**src/rtl/frogger_config_loader.sv**
```systemverilog
// Loads a byte stream into the Frogger game's 32x8 register port, then reads every
// entry back and compares the write and read checksums to verify the load.
//
// state      | meaning
// IDLE       | waiting for i_Start; checksum and error held
// WRITE      | accepting source bytes, one register write per byte
// GAP        | final write strobe in flight; address counter cleared
// READ_ISSUE | read strobe for entry count
// READ_WAIT  | waiting out the game's read latency, then accumulating the data
// CHECK      | compare sums; pulse done or set error
module frogger_config_loader #(
  parameter int C_NUM_ENTRIES  = 32,
  parameter int C_READ_LATENCY = 1
) (
  input  logic       i_Clk,
  input  logic       i_Rst_L,
  input  logic       i_Start,
  input  logic       i_Data_Valid,
  input  logic [7:0] i_Data,
  output logic       o_Data_Ready,
  output logic       o_write_en,
  output logic [4:0] o_write_addr,
  output logic [7:0] o_write_data,
  output logic       o_read_en,
  output logic [4:0] o_read_addr,
  input  logic [7:0] i_read_data,
  output logic       o_Busy,
  output logic       o_Done,
  output logic       o_Error,
  output logic [7:0] o_Checksum
);

  typedef enum logic [2:0] {
    IDLE       = 3'd0,
    WRITE      = 3'd1,
    GAP        = 3'd2,
    READ_ISSUE = 3'd3,
    READ_WAIT  = 3'd4,
    CHECK      = 3'd5
  } state_t;

  localparam logic [5:0] LAST_ENTRY = 6'(C_NUM_ENTRIES - 1);
  localparam logic [1:0] LAT_LOAD   = 2'(C_READ_LATENCY - 1);

  state_t      state, state_next;
  logic [5:0]  count;
  logic [1:0]  lat_cnt;
  logic [7:0]  write_sum;
  logic [7:0]  read_sum;
  logic        handshake;
  logic        last_entry;
  logic        lat_done;

  assign handshake  = (state == WRITE) && i_Data_Valid;
  assign last_entry = (count == LAST_ENTRY);
  assign lat_done   = (lat_cnt == 2'd0);

  always_ff @(posedge i_Clk or negedge i_Rst_L) begin
    if (!i_Rst_L) state <= IDLE;
    else          state <= state_next;
  end

  always_comb begin
    state_next = state;
    case (state)
      IDLE:       if (i_Start) state_next = WRITE;
      WRITE:      if (handshake && last_entry) state_next = GAP;
      GAP:        state_next = READ_ISSUE;
      READ_ISSUE: state_next = READ_WAIT;
      READ_WAIT:  if (lat_done) state_next = last_entry ? CHECK : READ_ISSUE;
      CHECK:      state_next = IDLE;
      default:    state_next = IDLE;
    endcase
  end

  // Write strobe is registered from the handshake; read side is a down-counted wait.
  always_ff @(posedge i_Clk or negedge i_Rst_L) begin
    if (!i_Rst_L) begin
      count        <= '0;
      lat_cnt      <= '0;
      write_sum    <= '0;
      read_sum     <= '0;
      o_write_en   <= 1'b0;
      o_write_addr <= '0;
      o_write_data <= '0;
      o_Error      <= 1'b0;
    end else begin
      o_write_en <= handshake;
      if (handshake) begin
        o_write_addr <= count[4:0];
        o_write_data <= i_Data;
        write_sum    <= write_sum + i_Data;
        count        <= count + 6'd1;
      end
      case (state)
        IDLE: begin
          if (i_Start) begin
            count     <= '0;
            write_sum <= '0;
            read_sum  <= '0;
            o_Error   <= 1'b0;
          end
        end
        GAP:        count   <= '0;
        READ_ISSUE: lat_cnt <= LAT_LOAD;
        READ_WAIT: begin
          if (lat_done) begin
            read_sum <= read_sum + i_read_data;
            if (!last_entry) count <= count + 6'd1;
          end else begin
            lat_cnt <= lat_cnt - 2'd1;
          end
        end
        CHECK: if (write_sum != read_sum) o_Error <= 1'b1;
        default: ;
      endcase
    end
  end

  assign o_Data_Ready = (state == WRITE);
  assign o_read_en    = (state == READ_ISSUE);
  assign o_read_addr  = count[4:0];
  assign o_Busy       = (state != IDLE);
  assign o_Done       = (state == CHECK) && (write_sum == read_sum);
  assign o_Checksum   = write_sum;

endmodule

```
**config.mk**
```make
export PLATFORM = sky130hd
export DESIGN_NAME = frogger_config_loader
export DESIGN_NICKNAME = d
export VERILOG_FILES = /design/src/rtl/frogger_config_loader.sv
export SDC_FILE = /design/constraint.sdc
export NUM_CORES = 1
export LEC_CHECK = 0
export ABC_CLOCK_PERIOD_IN_PS = 2600
export BUFFER_PORTS_ARGS = -buffer_cell sky130_fd_sc_hd__buf_2
export CAP_MARGIN = 20
export CORE_ASPECT_RATIO = 2
export CORE_MARGIN = 2
export CORE_UTILIZATION = 55
export DETAILED_ROUTE_END_ITERATION = 12
export GPL_TIMING_DRIVEN = 0
export PLACE_DENSITY = 0.79
export SLEW_MARGIN = 30
export SYNTH_ARGS = -nofsm -noshare
export SYNTH_HDL_FRONTEND = slang
export SYNTH_SLANG_ARGS = --single-unit
```
**constraint.sdc**
```tcl
create_clock -name i_Clk -period 2.6 [get_ports i_Clk]
set_input_delay 0.13 -clock i_Clk [delete_from_list [all_inputs] [get_ports i_Clk]]
set_output_delay 0.13 -clock i_Clk [all_outputs]
set_load 0.02 [all_outputs]
```
==> results of run 1 <==
[cells in the final DEF (no fill, tap or decap), drive strengths merged, types with 2 or more instances in the layout]
master     n
a211o      2
a211oi     6
a21o       5
a21oi     21
a22o       2
a22oi      2
a31oi      2
a32o       2
and2       2
buf       64
clkbuf     8
clkinvlp   2
dfrtp     42
fa         2
ha        16
inv        9
nand2     63
nand2b     3
nand3      6
nand3b     3
nand4      2
nor2      14
nor2b      2
nor3       6
nor4       4
o21a       2
o21ai     18
o21bai     2
o31a       2
or2        2
or3        4
xnor2      5
xor2      12
[worst paths after layout]
| path | start | end | cells after the start |
|---|---|---|---|
| setup / recovery | o_Checksum[0] | o_Checksum[6] | 7 |
| hold / removal | i_Data[0] | o_write_data[0] | 3 |
| setup reg to reg | o_Checksum[0] | o_Checksum[6] | 7 |
| hold reg to reg | o_write_addr[3] | o_write_addr[3] | 2 |
| max in group asynchronous | i_Rst_L | state[2] | 2 |
| min in group asynchronous | i_Rst_L | o_write_data[5] | 2 |
[metal layers]
| metal | vias up | GRT usage [%] |
|---|---|---|
| met5 | - | 0 |
| met1 | 1195 | 27.6 |
| li1 | 1186 | - |
| met4 | 0 | 10.3 |
| met3 | 12 | 4.03 |
| met2 | 53 | 46.4 |
[power by group through the flow]
stage | Sequential (W) | Clock [W] | Combinational, W
final | 0.00108 | 0.000533 | 0.00162
after global routing | 0.00111 | 0.000563 | 0.00181
after CTS | 0.00109 | 0.000542 | 0.00163
after detailed placement | 0.00110 | 0 | 0.00161
after global placement | 0.00109 | 0 | 0.00157
after floorplan | 0.00121 | 0 | 0.00103
[critical path, stage by stage (launching register included)]
cell and delay, ns:
dfrtp_1 0.44, ha_1 0.25, fa_1 0.41, a21oi_1 0.19
o21ai_0 0.12, a21oi_1 0.19, xor2_1 0.19, o21ai_0 0.10
[registers in the layout, summed over array words and instances, names as in the netlist]
| name | flops |
|---|---|
| count | 6 |
| read_sum | 8 |
| o_Checksum | 8 |
| o_write_addr | 5 |
| state | 3 |
| lat_cnt | 2 |
| o_write_en | 1 |
| o_write_data | 8 |
| o_Error | 1 |
[logic make-up after synthesis]
logic type               share of synthesized area [%]
XOR/XNOR                                          5.46
flip-flops                                        38.6
adder cells (fa/ha/maj)                           8.82
AND/OR/NAND/NOR                                   22.2
AO/OA/AOI/OAI                                     19.7
buffers and inverters                             5.28
[final cells by class]
cell class	count	area share [%]
Multi-Input combinational cell	232	48.1
Sequential cell	42	33.1
Tap cell	57	2.24
Clock inverter	3	1.42
Inverter	9	1.06
Clock buffer	5	2.17
Buffer	16	3.46
Timing Repair Buffer	52	8.43
[stage by stage]
stage	power [W]	hold slack (ns)
CTS	0.00326	0.0291
global route	0.00348	0.0297
global placement	0.00266	0.336
finish	0.00324	0.0301
detailed placement	0.00271	0.333
floorplan	0.00224	-0.166
==> results.json, run 1 <==
{
  "outcome": "finished clean",
  "pwr-share-comb_pct": 50.1,
  "syn_nets": 337,
  "switching_share_pct": 43.8,
  "placedCellCount": 407,
  "antennaDiodeCount": 0,
  "rsz0062_at_grt": "no",
  "fin_ws_ns": 0.578,
  "grt_start_max_net_pins": 43,
  "yosysSeqAreaShare_pct": 38.6,
  "clock_power_share_pct": 16.4,
  "max_freq_mhz": 495,
  "start_util_pct": 56.5,
  "holdBufCountCts": 1,
  "hold_violations": 0,
  "grt_overflow": 0,
  "met3WireLength_um": 216,
  "synthTopCellsByCount": "nand2_1, dfrtp_1, a21oi_1",
  "stdcell_count": 416,
  "p_leak_nw": 1.60,
  "min_period_ns": 2.02,
  "internal_power_w": 0.00182,
  "ir_worst_vdd_mv": 0.657,
  "skew_ns": 0.00467,
  "multi_input_area_um2": 1530,
  "wl_met1_um": 2410,
  "fin_crit_sh_pct": 77.8,
  "endpoint_kind": "flop",
  "vias": 2446,
  "cts_resized": 0,
  "powerDensity_nw_per_um2": 1020,
  "postCtsSetupRepairBufs": 0,
  "clkSinkCount": 42,
  "clkTransAtPathRegs_ns": 0.09,
  "startpoint_type": "flop",
  "p_sw_w": 0.00142,
  "rows": 36,
  "drtAntennaViolNets": 0,
  "maxSlewHeadroom_pct": 60.6,
  "dieArea_um2": 5570,
  "yosysUniqueCellTypes": 59,
  "p_seq_share_pct": 33.4,
  "netlist_instances": 299,
  "place_area_um2": 3050,
  "grt_pass1_wl_um": 10700,
  "place.gp.congestion": 0.902,
  "fin_nets": 396,
  "synth_most_common_cell": "nand2_1",
  "drc": 0,
  "ys_ff_latch": 42,
  "ys_top_cells_by_area": "dfrtp_1, nand2_1, ha_1",
  "wl_met2_um": 3790,
  "detail_route.first_pass.iterations": 5,
  "drv_cap": 0,
  "io_pins": 52,
  "synth_top_area_cell": "dfrtp_1",
  "nFillCells": 424,
  "synth.top_cell.area_share_pct": 38.6,
  "clock_path_buffers": 2,
  "chipWidth_um": 53.8,
  "avgSynthCellArea_um2": 9.11,
  "root_buffer": "clkbuf_8",
  "reg2reg_slack_ns": 0.58,
  "synth_edf_count": 0,
  "maxSlewViolCount": 0,
  "post-dp-hpwl_um": 4940,
  "arrival_ns": 2.20,
  "die_h_um": 104,
  "required_ns": 2.78,
  "fin_area_um2": 3180,
  "synthToLayoutAreaGrowth_pct": 16.6,
  "async_flop_share_pct": 100,
  "ff_latch_area_um2": 1050,
  "synth_ff_type": "dfrtp_1",
  "via_per_inst": 5.88,
  "synth_area_um2": 2730,
  "ctsHtreeMaxLevel": 2,
  "finalSetupViolations": 0,
  "grt_use_total_pct": 25.7,
  "fin_util_pct": 65.9,
  "grt_pass1_vias": 2378,
  "antenna_found_initial": 0,
  "ys.warnings.count": 0,
  "cts_inserted_buffers": 5,
  "worstSetupPathType": "flop to flop",
  "cp_max_fo": 4,
  "min_path_type": "input port to flop",
  "drive_gt1_share_pct": 23.4,
  "wl_um": 6560,
  "dp_slack_ns": 0.601,
  "wire_per_inst_um": 15.8,
  "port-buffer-count": 51,
  "cts_tree": "built",
  "setup_tns_ns": 0,
  "top_layer_used": "met4",
  "drt_iter0_markers": 51,
  "core_um2": 4820,
  "worstSkewPairLatency_ns": 0.31,
  "tightest_slew_ns": 0.589
}
No activity file was read; power rests on OpenSTA's default activity.
==> inputs of run 2 (changes only) <==
--- a/config.mk
+++ b/config.mk
@@ -5,7 +5,7 @@
 export SDC_FILE = /design/constraint.sdc
 export NUM_CORES = 1
 export LEC_CHECK = 0
-export ABC_CLOCK_PERIOD_IN_PS = 2600
+export ABC_CLOCK_PERIOD_IN_PS = 1900
 export BUFFER_PORTS_ARGS = -buffer_cell sky130_fd_sc_hd__buf_2
 export CAP_MARGIN = 20
 export CORE_ASPECT_RATIO = 2
==> constraint.sdc (replaced) <==
create_clock -name i_Clk -period 1.9 [get_ports i_Clk]
set_input_delay 0.095 -clock i_Clk [delete_from_list [all_inputs] [get_ports i_Clk]]
set_output_delay 0.095 -clock i_Clk [all_outputs]
set_load 0.02 [all_outputs]
==> run 2 against run 1 <==
Compared with the run above: via count grew 3.1%; non-clock buffer count grew 9; setup slack lost 0.55 ns; sequential power grew 37%; combinational power grew 51%; clock power grew 37%; clock skew grew 0.0018 ns; critical path depth is the same; hold slack lost 0.028 ns; final area grew 4.6%; critical path type unchanged; highest routed layer unchanged.
==> results.json, run 2 (synthesized netlist as in run 1, its figures left out) <==
{
  "multi_input_area_um2": 1610,
  "cts_inserted_buffers": 5,
  "grt_pass1_vias": 2406,
  "required_ns": 2.09,
  "worstSkewPairLatency_ns": 0.30,
  "startpoint_type": "flop",
  "clock_path_buffers": 2,
  "antennaDiodeCount": 0,
  "grt_start_max_net_pins": 43,
  "total_power_w": 0.00466,
  "synthToLayoutAreaGrowth_pct": 22.0,
  "fin_crit_sh_pct": 98.6,
  "port-buffer-count": 51,
  "p_leak_nw": 1.64,
  "min_path_type": "input port to flop",
  "start_util_pct": 56.5,
  "ir_worst_vdd_mv": 0.893,
  "clkTransAtPathRegs_ns": 0.09,
  "final_common_cell": "nand2_1",
  "setup_tns_ns": 0,
  "holdWs_ns": 0.00255,
  "post-dp-hpwl_um": 4940,
  "worstSetupPathType": "flop to flop",
  "drc": 0,
  "ctsHtreeMaxLevel": 2,
  "antenna_found_initial": 0,
  "root_buffer": "clkbuf_8",
  "via_per_inst": 5.93,
  "grt_overflow": 0,
  "drv_cap": 0,
  "maxSlewHeadroom_pct": 63.0,
  "detail_route.first_pass.iterations": 8,
  "io_pins": 52,
  "rows": 36,
  "grt_pass1_wl_um": 10900,
  "die_h_um": 104,
  "tightest_slew_ns": 0.552,
  "outcome": "finished clean",
  "place.gp.congestion": 0.902,
  "min_period_ns": 1.87,
  "powerDensity_nw_per_um2": 1400,
  "wl_um": 6910,
  "cp_max_fo": 3,
  "hold_violations": 0,
  "maxSlewViolCount": 0,
  "fin_nets": 405,
  "max_freq_mhz": 534,
  "rsz0062_at_grt": "yes",
  "grt_use_total_pct": 26.0,
  "finalSetupViolations": 0,
  "drt_iter0_markers": 70,
  "arrival_ns": 2.06,
  "r2r_cells": 7,
  "drtAntennaViolNets": 0,
  "dieArea_um2": 5570,
  "wire_per_inst_um": 16.3,
  "drive_gt1_share_pct": 29.1,
  "cts_tree": "built",
  "final_cell_mix": "nand2_1, buf_2, dfrtp_1, a21oi_1, buf_4",
  "clkSinkCount": 42,
  "ff_latch_area_um2": 1050,
  "core_um2": 4820,
  "nFillCells": 403,
  "min_path_cells": 3,
  "chipWidth_um": 53.8,
  "skew_ns": 0.00647,
  "vias": 2522,
  "stdcell_count": 425,
  "endpoint_kind": "flop",
  "placedCellCount": 407
}
## run 2: timing repair
item | CTS | global route
endpoints found under the hold margin | 43 | 0
gates resized for setup | 9 | 16
buffers inserted | 2 | 6
setup endpoints to repair | 6 | 17
hold buffers | 2 | 0
pin swaps | 1 | 11
## run 2: power breakdown
group	total (W)	internal, W	switching (W)
sequential	0.00148	0.00118	0.000308
clock	0.000729	0.000391	0.000338
combinational	0.00244	0.00106	0.00139
total	0.00466	0.00262	0.00204
## run 2: stage by stage
stage	util, %	worst slack [ns]	instance area (um^2)
2_1_floorplan	-	0.00747	2730
3_3_place_gp	63.3	-0.0640	3050
3_5_place_dp	63.3	-0.0987	3050
4_1_cts	67.1	0.00717	3230
5_1_grt	69.0	-0.0603	3330
6_report	69.0	0.0262	3330
## run 2: cell type report
cell class | count | area share [%]
well taps | 57 | 2.14
inverters | 9 | 1.02
flip-flops and latches | 42 | 31.7
clock inverters | 3 | 1.35
multi-input cells | 232 | 48.3
clock buffers | 5 | 2.07
repair buffers | 61 | 10.2
plain buffers | 16 | 3.31
## run 2: path summary, 6_finish.rpt
check	startpoint	end	slack, ns
hold reg to reg	o_write_addr[3]	o_write_addr[3]	0.47
min in group asynchronous	i_Rst_L	o_write_data[1]	0.31
hold / removal	i_Data[2]	o_write_data[2]	0.003
max in group asynchronous	i_Rst_L	o_Checksum[4]	1.20
setup / recovery	read_sum[0]	read_sum[6]	0.03
setup reg to reg	read_sum[0]	read_sum[6]	0.03
## run 2: layer usage
layer  part of all wire, %  GRT usage, %  vias up
met3                   3.9          4.18       19
met2                    57          46.4       79
met1                    36          28.1     1220
met5                     0             0        -
met4                   3.1          11.4        0
li1                      -             -     1204
## run 2: worst max-delay path, cell delays in order (launching register included)
cell     delay, ns
dfrtp_1       0.44
ha_4          0.20
fa_2          0.40
a21oi_2       0.18
o21ai_1       0.08
a21oi_1       0.20
xor2_1        0.18
o21ai_1       0.07
